[src/rtl/dffe_feed_if.sv]
// Word-in / serial-out bundle between an upstream word source and dffe_feed_serializer.
// The master side offers words; the slave side (the serializer) drives the serial strobe outputs.
interface dffe_feed_if #(
  parameter int W = 8
);
  logic [W-1:0] word_in;
  logic         word_valid;
  logic         word_ready;
  logic         din;
  logic         en;
  logic         busy;
  logic         done;

  modport master (
    output word_in, word_valid,
    input  word_ready, din, en, busy, done
  );

  modport slave (
    input  word_in, word_valid,
    output word_ready, din, en, busy, done
  );
endinterface

[src/rtl/dffe_feed_serializer.sv]
// Serializes a parallel word onto din with a one-cycle en strobe every DIV cycles.
// Optional even-parity trailer bit is built when DFFE_FEED_PARITY_EN is defined.
module dffe_feed_serializer #(
  parameter int W         = 8,
  parameter int DIV       = 4,
  parameter int MSB_FIRST = 0
) (
  input  logic        clk,
  input  logic        rst,
  dffe_feed_if.slave  bus
);

`ifdef DFFE_FEED_PARITY_EN
  localparam int N = W + 1;
`else
  localparam int N = W;
`endif
  localparam int DCW = (DIV > 1) ? $clog2(DIV) : 1;
  localparam int BCW = $clog2(N + 1);

  typedef enum logic {IDLE, SHIFT} state_t;

  state_t         state_q,   state_d;
  logic [N-1:0]   shreg_q,   shreg_d;
  logic [BCW-1:0] bit_cnt_q, bit_cnt_d;
  logic [DCW-1:0] div_cnt_q, div_cnt_d;
  logic           din_q,     din_d;
  logic           en_q,      en_d;
  logic           busy_q,    busy_d;
  logic           done_q,    done_d;
  logic           ready_q,   ready_d;

  logic           accept;
  logic [N-1:0]   load_word;
  logic           cur_bit;
  logic [N-1:0]   shifted;

  // The parity bit sits at the far end of the shift register so it leaves after the data bits.
`ifdef DFFE_FEED_PARITY_EN
  assign load_word = (MSB_FIRST != 0) ? {bus.word_in, ^bus.word_in}
                                      : {^bus.word_in, bus.word_in};
`else
  assign load_word = bus.word_in;
`endif

  assign accept  = bus.word_valid && ready_q;
  assign cur_bit = (MSB_FIRST != 0) ? shreg_q[N-1] : shreg_q[0];
  assign shifted = (MSB_FIRST != 0) ? (shreg_q << 1) : (shreg_q >> 1);

  always_comb begin
    state_d   = state_q;
    shreg_d   = shreg_q;
    bit_cnt_d = bit_cnt_q;
    div_cnt_d = div_cnt_q;
    din_d     = din_q;
    en_d      = 1'b0;
    busy_d    = busy_q;
    done_d    = 1'b0;
    ready_d   = ready_q;

    unique case (state_q)
      IDLE: begin
        ready_d = 1'b1;
        busy_d  = 1'b0;
        if (accept) begin
          state_d   = SHIFT;
          shreg_d   = load_word;
          bit_cnt_d = '0;
          div_cnt_d = '0;
          ready_d   = 1'b0;
          busy_d    = 1'b1;
        end
      end

      SHIFT: begin
        ready_d = 1'b0;
        busy_d  = 1'b1;
        // bit_cnt reaches N in the cycle the last strobe is visible, so done lands one cycle later for any DIV.
        if (bit_cnt_q == BCW'(N)) begin
          state_d   = IDLE;
          bit_cnt_d = '0;
          div_cnt_d = '0;
          done_d    = 1'b1;
          ready_d   = 1'b1;
          busy_d    = 1'b0;
        end else begin
          if (div_cnt_q == '0) begin
            en_d      = 1'b1;
            din_d     = cur_bit;
            bit_cnt_d = bit_cnt_q + BCW'(1);
            shreg_d   = shifted;
          end
          div_cnt_d = (div_cnt_q == DCW'(DIV - 1)) ? '0 : div_cnt_q + DCW'(1);
        end
      end

      default: begin
        state_d = IDLE;
      end
    endcase
  end

  always_ff @(posedge clk or posedge rst) begin
    if (rst) begin
      state_q   <= IDLE;
      shreg_q   <= '0;
      bit_cnt_q <= '0;
      div_cnt_q <= '0;
      din_q     <= 1'b0;
      en_q      <= 1'b0;
      busy_q    <= 1'b0;
      done_q    <= 1'b0;
      ready_q   <= 1'b0;
    end else begin
      state_q   <= state_d;
      shreg_q   <= shreg_d;
      bit_cnt_q <= bit_cnt_d;
      div_cnt_q <= div_cnt_d;
      din_q     <= din_d;
      en_q      <= en_d;
      busy_q    <= busy_d;
      done_q    <= done_d;
      ready_q   <= ready_d;
    end
  end

  assign bus.word_ready = ready_q;
  assign bus.din        = din_q;
  assign bus.en         = en_q;
  assign bus.busy       = busy_q;
  assign bus.done       = done_q;

endmodule

[src/flat_wrapper.sv]
// flat-port wrapper written by rule: the top's interface ports become plain ports
module dffe_feed_serializer_flat 
#(
  parameter int W         = 8,
  parameter int DIV       = 4,
  parameter int MSB_FIRST = 0
)
  (clk, rst, bus_word_in, bus_word_valid, bus_word_ready, bus_din, bus_en, bus_busy, bus_done);
  dffe_feed_if #(.W(W)) bus_i ();
  input  logic clk;
  input  logic rst;
  input wire logic [$bits(bus_i.word_in)-1:0] bus_word_in;
  input wire logic [$bits(bus_i.word_valid)-1:0] bus_word_valid;
  output wire logic [$bits(bus_i.word_ready)-1:0] bus_word_ready;
  output wire logic [$bits(bus_i.din)-1:0] bus_din;
  output wire logic [$bits(bus_i.en)-1:0] bus_en;
  output wire logic [$bits(bus_i.busy)-1:0] bus_busy;
  output wire logic [$bits(bus_i.done)-1:0] bus_done;
  assign bus_i.word_in = bus_word_in;
  assign bus_i.word_valid = bus_word_valid;
  assign bus_word_ready = bus_i.word_ready;
  assign bus_din = bus_i.din;
  assign bus_en = bus_i.en;
  assign bus_busy = bus_i.busy;
  assign bus_done = bus_i.done;
  dffe_feed_serializer #(.W(W), .DIV(DIV), .MSB_FIRST(MSB_FIRST)) u_core (.clk(clk), .rst(rst), .bus(bus_i));
endmodule
[config.mk]
export PLATFORM = sky130hd
export DESIGN_NAME = dffe_feed_serializer_flat
export DESIGN_NICKNAME = d
export VERILOG_FILES = /design/src/rtl/dffe_feed_if.sv /design/src/rtl/dffe_feed_serializer.sv /design/src/flat_wrapper.sv
export SDC_FILE = /design/constraint.sdc
export NUM_CORES = 1
export LEC_CHECK = 0
export BUFFER_PORTS_ARGS = -buffer_cell sky130_fd_sc_hd__buf_2
export CAP_MARGIN = 20
export CORE_MARGIN = 2
export CORE_UTILIZATION = 53
export DETAILED_ROUTE_END_ITERATION = 7
export GPL_ROUTABILITY_DRIVEN = 0
export GPL_TIMING_DRIVEN = 0
export PLACE_DENSITY_LB_ADDON = 0.2
export SETUP_SLACK_MARGIN = 0.5
export SYNTH_ARGS = -nofsm -noshare
export SYNTH_HDL_FRONTEND = slang
export SYNTH_SLANG_ARGS = --single-unit
[constraint.sdc]
create_clock -name clk -period 1.58 [get_ports clk]
set_input_delay 0.079 -clock clk [delete_from_list [all_inputs] [get_ports clk]]
set_output_delay 0.079 -clock clk [all_outputs]
set_load 0.005 [all_outputs]
==> flow_summary.rst, run 1 <==
.. list-table::
   :header-rows: 1

   * - Metric
     - Value
   * - Final setup violation count
     - 0
   * - Final count of pins violating max slew
     - 0
   * - Part of the cycle the worst path needs
     - 0.865
   * - Reg2Reg Capture Point
     - u_core.bus.word_ready
   * - TritonCTS clock tree
     - yes
   * - Pin count of the biggest net entering global routing
     - 20
   * - Cell depth of the worst flop-to-flop path
     - 6
   * - Antenna cell count
     - 0
   * - Min Hold Slack
     - 48.9 ps
   * - Final standard cell area without fillers
     - between 1000 and 1500 um^2
   * - Die extent in y
     - between 40 and 50 um
   * - Portion of the post-synthesis area used by sequential elements
     - 0.516
   * - Sum of overflow across all layers after global routing
     - 0
   * - Detailed Place HPWL
     - ~1200 um
   * - Internal Power
     - 1.41 mW
   * - Netlist Area Pre-Place
     - 921 um^2
   * - Crit path time final
     - 1370 ps
   * - Post-detailed-route wirelength per cell
     - 16.1 um
   * - All-layer global routing usage
     - 0.218
   * - Sequential Power Share
     - 0.364
   * - Number of DRC markers in iteration 0
     - 11
   * - Die X-Extent
     - 45.7 um
   * - Switching power
     - just under 0.9 mW
   * - Worst setup path class
     - register to register
   * - Register-to-Register Setup Slack
     - between 200 and 250 ps
   * - Number of max-cap violations
     - 0
   * - Top achievable clock speed
     - between 700 and 800 MHz
   * - # H-tree levels
     - 1
   * - Startpoint of the most critical hold path
     - bus_word_in[3]
   * - Ratio of cells with drive above 1 in the final layout
     - 0.482
   * - Post-detailed-route count of antenna-violating nets
     - 0
   * - Combined area of the multi-input logic cells
     - between 400 and 500 um^2
   * - Clock sink total
     - 19
   * - Number of I/O pins
     - 16
   * - Fillers
     - roughly 110
   * - Capturing element type of the critical path
     - register
   * - Area of the die
     - ~2100 um^2
   * - Number of CTS-inserted buffers
     - 3
   * - Detailed Route WL
     - ~2100 um
   * - Final #Nets
     - 130
   * - First-pass detailed-route iteration total
     - 4
   * - Initial antenna violation count
     - 0
   * - Power density cells
     - between 1500 and 2000 nW/um^2
   * - Overall power consumption
     - 2.29 mW
   * - Gate count after technology mapping
     - 85
   * - Via-per-instance ratio
     - 6.01
   * - Wire length of the first global-routing pass
     - between 3000 and 4000 um
   * - Number of buffers on the longest clock path
     - 2
   * - Crit path DAT
     - 1560 ps
   * - End point of the critical path
     - u_core.bus.word_ready
   * - RSZ-0062 raised after global routing
     - true
   * - Post-synth EDFFs
     - 0
   * - Headroom to the max-slew limit
     - 0.524
   * - Number of cell rows
     - 15
   * - Most instantiated flip-flop cell in the synthesis netlist
     - sky130_fd_sc_hd__dfrtp_1
   * - Net count of the mapped netlist
     - 100
   * - Netlist cell types
     - 26
   * - Leak Pwr
     - a little under 0.6 nW
   * - Initial Utilization
     - 0.551
   * - Vias after detailed routing
     - roughly 790
   * - Cell chosen for the clock root
     - sky130_fd_sc_hd__clkbuf_4
   * - Cell area after placement
     - between 1000 and 1500 um^2
   * - Synth warnings
     - 0
   * - Mean post-synth cell area
     - 10.8 um^2
   * - Part of the power in the clock network
     - 0.106
   * - Clock skew
     - 5.77 ps
   * - Combinational cell fraction of total power
     - 0.530
   * - Clock edge transition at the registers on the reported setup and hold paths
     - 110 ps
   * - Net Sw Frac
     - 0.381
   * - Placeable Area
     - 1670 um^2
   * - Final hold violations
     - 0
   * - Crit path launch
     - u_core.bit_cnt_q[0]
   * - Area taken by flip-flops and latches
     - 477 um^2
   * - Reg2Reg Launch Point
     - u_core.bit_cnt_q[0]
   * - Share of flip-flops with an asynchronous set or reset after synthesis
     - 1.00
   * - Clock network latency to the later pin of the worst-skew pair
     - slightly below 300 ps
   * - Startpoint class of the critical path
     - register
   * - Drc violations
     - 0
   * - Total negative slack
     - 0 ps
   * - Worst Max-Slew Pin Slew
     - approximately 710 ps
   * - Area growth from synthesis to final layout
     - 36.4%
   * - Maximum fanout along the worst path
     - 9
   * - Layout Utilization
     - 0.752
   * - Synthesized flop and latch total
     - 19
   * - Result of the run
     - finished, final reports clean
   * - Number of global-route vias before repair
     - between 700 and 800
   * - Count of buffers from port buffering
     - 15
   * - Crit path required time
     - between 1500 and 2000 ps
   * - Worst supply voltage drop on vdd
     - between 1000 and 1500 uV
   * - Min-Delay Path Class
     - primary input to register
power by group through the flow:
stage | sequential, mW | combinational, mW | clock [mW]
global route | 0.847 | 1.30 | 0.271
detailed placement | 0.815 | 0.810 | 0
finish | 0.831 | 1.21 | 0.242
global placement | 0.806 | 0.783 | 0
floorplan | 0.796 | 0.638 | 0
CTS | 0.800 | 1.02 | 0.251
routing by layer:
| metal | share of wire | GRT usage | vias to the layer above |
|---|---|---|---|
| met5 | 0 | 0 | - |
| met4 | 0.022 | 0.118 | 0 |
| met3 | 0.031 | 0.0397 | 8 |
| met2 | 0.52 | 0.392 | 25 |
| met1 | 0.43 | 0.237 | 386 |
| li1 | - | - | 368 |
layout make-up:
class                      instances  share of cell area
inverter                           8              0.0259
buffer                             4              0.0289
sequential                        19               0.379
multi-input combinational         54               0.394
tap                               17              0.0169
timing repair buffer              25               0.133
clock buffer                       4              0.0209
worst min-delay path by stage:
stage                                endpoint  slack (ps)  depth (start not counted)
after floorplan           u_core.bit_cnt_q[0]          30                          1
after global placement    u_core.div_cnt_q[0]         220                          2
after detailed placement  u_core.div_cnt_q[0]         240                          2
after CTS                   u_core.shreg_q[7]          20                          3
after global routing        u_core.shreg_q[2]          40                          3
final                       u_core.shreg_q[3]          50                          3
worst max-delay path, stage by stage (launching register included):
cell                      delay (ps)
sky130_fd_sc_hd__dfrtp_1         380
sky130_fd_sc_hd__inv_2            60
sky130_fd_sc_hd__ha_4            160
sky130_fd_sc_hd__and3b_1         160
sky130_fd_sc_hd__buf_6           150
sky130_fd_sc_hd__and2_4          160
sky130_fd_sc_hd__or2_1           190
cells in the mapped netlist (2+ instances only):
master | count | area share
sky130_fd_sc_hd__a21oi_1 | 8 | 0.043
sky130_fd_sc_hd__a31oi_1 | 2 | 0.014
sky130_fd_sc_hd__a32o_1 | 2 | 0.022
sky130_fd_sc_hd__and3b_1 | 2 | 0.019
sky130_fd_sc_hd__buf_2 | 2 | 0.011
sky130_fd_sc_hd__dfrtp_1 | 19 | 0.52
sky130_fd_sc_hd__ha_1 | 4 | 0.054
sky130_fd_sc_hd__inv_1 | 7 | 0.029
sky130_fd_sc_hd__nand2_1 | 3 | 0.012
sky130_fd_sc_hd__nand3b_1 | 2 | 0.016
sky130_fd_sc_hd__nand4_1 | 2 | 0.014
sky130_fd_sc_hd__nor2_1 | 9 | 0.037
sky130_fd_sc_hd__o21ai_0 | 4 | 0.022
sky130_fd_sc_hd__o32ai_1 | 7 | 0.067
state kept, by name, summed over array words and instances (netlist names):
register               count
u_core.bus.din             1
u_core.div_cnt_q           2
u_core.bus.word_ready      1
u_core.bus.busy            1
u_core.bit_cnt_q           4
u_core.bus.en              1
u_core.bus.done            1
u_core.shreg_q             8
what timing repair did:
action | 4_1_cts | 5_1_grt
hold buffers | 1 | 0
endpoints found under the hold margin | 19 | 0
endpoints found under the setup margin | 19 | 20
pin swaps | 7 | 5
buffers inserted | 8 | 1
resized for setup | 10 | 17
layout by cell type (no fill, tap or decap), types with 3 or more instances in the layout:
master,synthesis,routed
sky130_fd_sc_hd__inv_2,1,4
sky130_fd_sc_hd__buf_4,0,5
sky130_fd_sc_hd__dfrtp_1,19,18
sky130_fd_sc_hd__o21ai_1,0,3
sky130_fd_sc_hd__clkbuf_4,0,3
sky130_fd_sc_hd__a21oi_1,8,7
sky130_fd_sc_hd__buf_2,2,17
sky130_fd_sc_hd__nor2_1,9,9
sky130_fd_sc_hd__inv_1,7,3
sky130_fd_sc_hd__buf_6,1,5
sky130_fd_sc_hd__o32ai_2,0,7
cell families (layout without fill, tap and decap cells):
kind of cell	after synthesis	in the layout	synth area share
buf+inv	12	41	0.0611
simple gates	22	22	0.155
flops	19	19	0.516
compound gates	26	26	0.190
fa+ha+maj	4	4	0.0543
mux	2	2	0.0231
metrics by stage:
| step | instances | worst slack (ps) |
|---|---|---|
| finish | 131 | 214 |
| global route | 131 | 185 |
| CTS | 130 | 230 |
| detailed placement | 117 | 126 |
| global placement | 117 | 143 |
| floorplan | 85 | 220 |
(Power assumes the default switching activity.)
==> run 2, diff against run 1 <==
--- a/config.mk
+++ b/config.mk
@@ -8,11 +8,12 @@
 export BUFFER_PORTS_ARGS = -buffer_cell sky130_fd_sc_hd__buf_2
 export CAP_MARGIN = 20
 export CORE_MARGIN = 2
-export CORE_UTILIZATION = 53
+export CORE_UTILIZATION = 45
 export DETAILED_ROUTE_END_ITERATION = 7
 export GPL_ROUTABILITY_DRIVEN = 0
 export GPL_TIMING_DRIVEN = 0
 export PLACE_DENSITY_LB_ADDON = 0.2
+export RECOVER_POWER = 50
 export SETUP_SLACK_MARGIN = 0.5
 export SYNTH_ARGS = -nofsm -noshare
 export SYNTH_HDL_FRONTEND = slang
==> flow_summary.rst, run 2 (same netlist as run 1, synthesis figures left out) <==
.. list-table::
   :header-rows: 1

   * - Metric
     - Value
   * - Result of the run
     - finished, final reports clean
   * - Part of the cycle the worst path needs
     - 0.868 (+0.00371)
   * - Initial antenna violation count
     - 0 (unchanged)
   * - Antenna cell count
     - 0 (unchanged)
   * - TritonCTS clock tree
     - yes
   * - Wire length of the first global-routing pass
     - 3430 um (+6.9%)
   * - Number of I/O pins
     - 16 (unchanged)
   * - Max reg flops
     - 8 (unchanged)
   * - Most frequent standard cell in the layout excluding fill and tap cells
     - sky130_fd_sc_hd__dfrtp_1
   * - Top flop regs
     - u_core.shreg_q (8), u_core.bit_cnt_q (4), u_core.div_cnt_q (2)
   * - Placeable Area
     - 1940 um^2 (+16%)
   * - Startpoint class of the critical path
     - register
   * - Worst supply voltage drop on vdd
     - 1030 uV (-13%)
   * - Amount of wire on met2 after detailed routing
     - 1040 um (-4.0%)
   * - Top Layer Used
     - met4
   * - Sum of overflow across all layers after global routing
     - 0 (unchanged)
   * - Count of buffers from port buffering
     - 15 (unchanged)
   * - Number of CTS-inserted buffers
     - 3 (unchanged)
   * - All-layer global routing usage
     - 0.190 (-0.0278)
   * - Commonest cells after routing, fill and taps aside
     - sky130_fd_sc_hd__dfrtp_1 (18), sky130_fd_sc_hd__buf_2 (17), sky130_fd_sc_hd__nor2_1 (9)
   * - Area growth from synthesis to final layout
     - 38.9%
   * - Maximum fanout along the worst path
     - 5 (-4)
   * - Final setup violation count
     - 0 (unchanged)
   * - Cell chosen for the clock root
     - sky130_fd_sc_hd__clkbuf_4
   * - Stage delay of the slowest cell on the critical path
     - 390 ps (about the same)
   * - Largest reg by FF count
     - u_core.shreg_q
   * - Post-detailed-route count of antenna-violating nets
     - 0 (unchanged)
   * - Crit path buffers/inverters
     - 2 (unchanged)
   * - First-pass detailed-route iteration total
     - 4 (unchanged)
   * - Clock network latency to the later pin of the worst-skew pair
     - 300 ps (about the same)
   * - Capturing element type of the critical path
     - register
   * - Drc violations
     - 0 (unchanged)
   * - Cell chain of the critical path
     - inv_2 -> ha_4 -> and3b_1 -> buf_6 -> and2_4 -> or2_1
   * - Initial Utilization
     - 0.474 (-0.0771)
   * - Pre-CTS setup slack
     - 127 ps (+1.03 ps)
   * - Top achievable clock speed
     - 729 MHz (-0.43%)
   * - Headroom to the max-slew limit
     - 0.444 (-0.0800)
   * - Number of global-route vias before repair
     - 778 (-1.1%)
   * - Number of max-cap violations
     - 0 (unchanged)
   * - Crit path DAT
     - 1570 ps (about the same)
   * - Detailed Place HPWL
     - 1290 um (+7.8%)
   * - Detailed Route WL
     - 2070 um (-1.7%)
   * - Final #Nets
     - 134 (+3.1%)
   * - Ratio of cells with drive above 1 in the final layout
     - 0.475 (-0.00788)
   * - Vias after detailed routing
     - 784 (-0.38%)
   * - Clock skew
     - 4.38 ps (-1.39 ps)
   * - Final count of pins violating max slew
     - 0 (unchanged)
   * - Worst Max-Slew Pin Slew
     - 830 ps (+116 ps)
   * - Die extent in y
     - 49.2 um (+7.8%)
   * - Area of the die
     - 2420 um^2 (+16%)
   * - DRT met1 WL
     - 883 um (-2.5%)
   * - Number of cell rows
     - 16 (+1)
   * - Pin count of the biggest net entering global routing
     - 20 (unchanged)
   * - Crit path time final
     - 1370 ps (+5.87 ps)
   * - Min-Delay Path Class
     - primary input to register
   * - Total negative slack
     - 0 ps (unchanged)
   * - Clock edge transition at the registers on the reported setup and hold paths
     - 110 ps (about the same)
   * - Met3 wire length
     - 86 um (+30%)
   * - Final hold violations
     - 0 (unchanged)
   * - Worst-case setup margin in the final layout
     - 208 ps (-5.87 ps)
   * - Number of DRC markers in iteration 0
     - 11 (unchanged)
   * - Crit-path leading delay family
     - simple AND/OR/NAND/NOR gates
   * - Leak Pwr
     - 0.597 nW (+1.2%)
   * - Number of buffers on the longest clock path
     - 2 (unchanged)
   * - Die X-Extent
     - 49.2 um (+7.8%)
   * - RSZ-0062 raised after global routing
     - true
   * - Clock sink total
     - 19 (unchanged)
   * - Power density cells
     - 1790 nW/um^2 (-1.5%)
   * - Cell type of the slowest stage on the worst timing path
     - sky130_fd_sc_hd__dfrtp_1
   * - Post-detailed-route wirelength per cell
     - 14.3 um (-11%)
   * - # H-tree levels
     - 1 (unchanged)
   * - Worst setup path class
     - register to register
   * - Crit path required time
     - 1780 ps (about the same)
   * - Via-per-instance ratio
     - 5.41 (-10%)
## run 2: cell types whose count changed in the layout (fill, tap and decap cells not counted), moves of 2 or more
| cell | before | now |
|---|---|---|
| sky130_fd_sc_hd__buf_4 | 5 | 8 |
| sky130_fd_sc_hd__inv_2 | 4 | 2 |
| sky130_fd_sc_hd__o32ai_1 | 0 | 2 |
| sky130_fd_sc_hd__o32ai_2 | 7 | 5 |
## run 2: worst min-delay path: stages
cell and delay, ps:
sky130_fd_sc_hd__buf_2 100, sky130_fd_sc_hd__o32ai_2 80, sky130_fd_sc_hd__a21oi_1 50
## run 2: report_power, final
group	switching (mW)	total, mW	leakage [nW]	internal, mW
logic	0.572	1.24	0.356	0.664
registers	0.127	0.804	0.224	0.677
clock network	0.158	0.252	0.0177	0.0944
## run 2: repair_timing
| item | in CTS | in global routing |
|---|---|---|
| setup buffers | 8 | 4 |
| setup endpoints to repair | 19 | 20 |
| pin swaps | 2 | 6 |
| gates resized for setup | 8 | 16 |
| hold buffers | 1 | 0 |
| hold endpoints to repair | 19 | 0 |
| gates cloned | 0 | 1 |
## run 2: stage by stage
stage | power, mW | cells | hold WS [ps] | cell area, um^2 | util
floorplan | 1.43 | 85 | 30.1 | 938 | -
global placement | 1.59 | 127 | 229 | 1050 | 0.539
detailed placement | 1.65 | 127 | 242 | 1050 | 0.539
CTS | 2.07 | 140 | 24.3 | 1170 | 0.605
global route | 2.47 | 145 | 39.4 | 1280 | 0.659
finish | 2.29 | 145 | 46.2 | 1280 | 0.659
## run 2: worst paths after layout
| path | start | to | slack (ps) | cells after the start |
|---|---|---|---|---|
| max | u_core.bit_cnt_q[0] | u_core.bus.word_ready | 210 | 6 |
| max reg2reg | u_core.bit_cnt_q[0] | u_core.bus.word_ready | 210 | 6 |
| min in group asynchronous | rst | u_core.shreg_q[6] | 420 | 3 |
| min | bus_word_in[3] | u_core.shreg_q[3] | 50 | 3 |
| min reg2reg | u_core.bus.din | u_core.bus.din | 520 | 1 |
| max in group asynchronous | rst | u_core.bus.busy | 710 | 3 |
## run 2: area by class of cell
| cell class | count | area [um^2] |
|---|---|---|
| Fill cell | 162 | 663 |
| Sequential cell | 19 | 477 |
| Multi-Input combinational cell | 54 | 477 |
| Timing Repair Buffer | 29 | 194 |
| Buffer | 4 | 36.3 |
| Inverter | 8 | 33.8 |
| Tap cell | 27 | 33.8 |
| Clock buffer | 3 | 22.5 |
| Clock inverter | 1 | 5.00 |
## run 2: per-layer routing
| metal | global-route usage | vias up |
|---|---|---|
| li1 | - | 377 |
| met1 | 0.219 | 379 |
| met2 | 0.331 | 21 |
| met3 | 0.0429 | 7 |
| met5 | 0 | - |
| met4 | 0.0857 | 0 |
==> run 3, diff against run 2 <==
--- a/config.mk
+++ b/config.mk
@@ -13,7 +13,7 @@
 export GPL_ROUTABILITY_DRIVEN = 0
 export GPL_TIMING_DRIVEN = 0
 export PLACE_DENSITY_LB_ADDON = 0.2
-export RECOVER_POWER = 50
+export RECOVER_POWER = 100
 export SETUP_SLACK_MARGIN = 0.5
 export SYNTH_ARGS = -nofsm -noshare
 export SYNTH_HDL_FRONTEND = slang
==> flow_summary.rst, run 3 (same netlist as run 1, synthesis figures left out) <==
.. list-table::
   :header-rows: 1

   * - Metric
     - Value
   * - Min Hold Slack
     - 51.6 ps (+5.42 ps)
   * - Die extent in y
     - 49.2 um (unchanged)
   * - Die X-Extent
     - 49.2 um (unchanged)
   * - Max reg flops
     - 8 (unchanged)
   * - Min-Delay Path Class
     - primary input to register
   * - Area growth from synthesis to final layout
     - 34.5%
   * - Number of global-route vias before repair
     - 778 (unchanged)
   * - Maximum fanout along the worst path
     - 5 (unchanged)
   * - Final #Nets
     - 134 (unchanged)
   * - Count of buffers from port buffering
     - 15 (unchanged)
   * - Cell chosen for the clock root
     - sky130_fd_sc_hd__clkbuf_4
   * - Leak Pwr
     - 0.579 nW (-3.0%)
   * - # H-tree levels
     - 1 (unchanged)
   * - Worst setup path class
     - register to register
   * - Worst Max-Slew Pin Slew
     - 837 ps (+7.69 ps)
   * - First-pass detailed-route iteration total
     - 4 (unchanged)
   * - Number of cell rows
     - 16 (unchanged)
   * - Via-per-instance ratio
     - 5.40 (-0.13%)
   * - Clock network latency to the later pin of the worst-skew pair
     - 300 ps (about the same)
   * - Detailed Place HPWL
     - 1290 um (unchanged)
   * - Drc violations
     - 0 (unchanged)
   * - Crit path required time
     - 1780 ps (about the same)
   * - Antenna cell count
     - 0 (unchanged)
   * - Final count of pins violating max slew
     - 0 (unchanged)
   * - Top achievable clock speed
     - 711 MHz (-2.5%)
   * - Post-detailed-route count of antenna-violating nets
     - 0 (unchanged)
   * - Number of I/O pins
     - 16 (unchanged)
   * - Crit path DAT
     - 1610 ps (+40 ps)
   * - Headroom to the max-slew limit
     - 0.439 (-0.00515)
   * - Crit path time final
     - 1410 ps (+34.7 ps)
   * - Placeable Area
     - 1940 um^2 (unchanged)
   * - Final hold violations
     - 0 (unchanged)
   * - Sum of overflow across all layers after global routing
     - 0 (unchanged)
   * - Pin count of the biggest net entering global routing
     - 20 (unchanged)
   * - Clock sink total
     - 19 (unchanged)
   * - Initial Utilization
     - 0.474 (unchanged)
   * - Startpoint class of the critical path
     - register
   * - Worst-case setup margin in the final layout
     - 173 ps (-34.7 ps)
   * - Wire length of the first global-routing pass
     - 3430 um (unchanged)
   * - Total negative slack
     - 0 ps (unchanged)
   * - Vias after detailed routing
     - 783 (-0.13%)
   * - Number of buffers on the longest clock path
     - 2 (unchanged)
   * - RSZ-0062 raised after global routing
     - true
   * - Number of CTS-inserted buffers
     - 3 (unchanged)
   * - Clock skew
     - 1.41 ps (-2.97 ps)
   * - Result of the run
     - finished, final reports clean
   * - Commonest cells after routing, fill and taps aside
     - sky130_fd_sc_hd__dfrtp_1 (19), sky130_fd_sc_hd__buf_2 (15), sky130_fd_sc_hd__nor2_1 (9)
   * - Ratio of cells with drive above 1 in the final layout
     - 0.398 (-0.0763)
   * - Pre-CTS setup slack
     - 127 ps (unchanged)
   * - Final standard cell area without fillers
     - 1240 um^2 (-3.1%)
   * - Power density cells
     - 1800 nW/um^2 (+0.54%)
   * - Top flop regs
     - u_core.shreg_q (8), u_core.bit_cnt_q (4), u_core.div_cnt_q (2)
   * - Clock edge transition at the registers on the reported setup and hold paths
     - 110 ps (about the same)
   * - Part of the cycle the worst path needs
     - 0.890 (+0.0220)
   * - Final setup violation count
     - 0 (unchanged)
   * - Worst supply voltage drop on vdd
     - 1020 uV (-1.5%)
   * - Initial antenna violation count
     - 0 (unchanged)
   * - Capturing element type of the critical path
     - register
   * - Largest reg by FF count
     - u_core.shreg_q
   * - Detailed Route WL
     - 2080 um (+0.77%)
   * - Most frequent standard cell in the layout excluding fill and tap cells
     - sky130_fd_sc_hd__dfrtp_1
   * - All-layer global routing usage
     - 0.190 (unchanged)
   * - Number of max-cap violations
     - 0 (unchanged)
   * - Post-detailed-route wirelength per cell
     - 14.4 um (+0.77%)
   * - Number of DRC markers in iteration 0
     - 12 (+1)
   * - Area of the die
     - 2420 um^2 (unchanged)
   * - Cell area after placement
     - 1050 um^2 (unchanged)
   * - TritonCTS clock tree
     - yes
   * - Overall power consumption
     - 2.23 mW (-2.6%)
## run 3: cell types whose count changed in the layout (fill, tap and decap cells not counted), sizes merged
cell,delta
clkbuf,+2
buf,-2
## run 3: stage by stage
step / instances / util
floorplan: 85 / -
global placement: 127 / 0.539
detailed placement: 127 / 0.539
CTS: 140 / 0.605
global route: 145 / 0.638
finish: 145 / 0.638
## run 3: report_power, final
group / switching, mW / internal, mW / total, mW
clock: 0.157 / 0.0944 / 0.252
combinational: 0.555 / 0.630 / 1.18
sequential: 0.121 / 0.675 / 0.796
total: 0.833 / 1.40 / 2.23
## run 3: final timing paths
kind                       slack [ps]                start  cells past startpoint                    end
setup / recovery                  170  u_core.bit_cnt_q[0]                      6  u_core.bus.word_ready
hold / removal                     50       bus_word_in[2]                      3      u_core.shreg_q[2]
setup reg to reg                  170  u_core.bit_cnt_q[0]                      6  u_core.bus.word_ready
hold reg to reg                   520       u_core.bus.din                      1         u_core.bus.din
max in group asynchronous         740                  rst                      3      u_core.shreg_q[4]
min in group asynchronous         420                  rst                      3    u_core.div_cnt_q[1]
## run 3: critical path: stages (launching register included)
cell,delay (ps)
sky130_fd_sc_hd__dfrtp_1,380
sky130_fd_sc_hd__inv_2,50
sky130_fd_sc_hd__ha_4,160
sky130_fd_sc_hd__and3b_1,180
sky130_fd_sc_hd__buf_6,130
sky130_fd_sc_hd__and2_0,180
sky130_fd_sc_hd__or2_1,210
## run 3: routing by layer
layer,share of wire,vias up,global-route usage,routed length (um)
met4,0.019,0,0.0857,40
li1,-,378,-,-
met3,0.037,5,0.0429,77
met2,0.51,15,0.331,1050
met1,0.44,385,0.219,911
met5,0,-,0,0
## run 3: cell type report
type                    instances  area (um^2)
repair buffers                 29          193
inverters                       8         33.8
well taps                      27         33.8
flip-flops and latches         19          475
clock buffers                   3         22.5
fillers                       169          703
multi-input cells              54          440
plain buffers                   4         35.0
clock inverters                 1         5.00
## run 3: repair_timing
item | in CTS | in global routing
gates cloned | 0 | 1
setup buffers | 8 | 4
hold buffers | 1 | 0
pin swaps | 2 | 6
setup endpoints to repair | 19 | 20
resized for setup | 8 | 16
endpoints found under the hold margin | 19 | 0
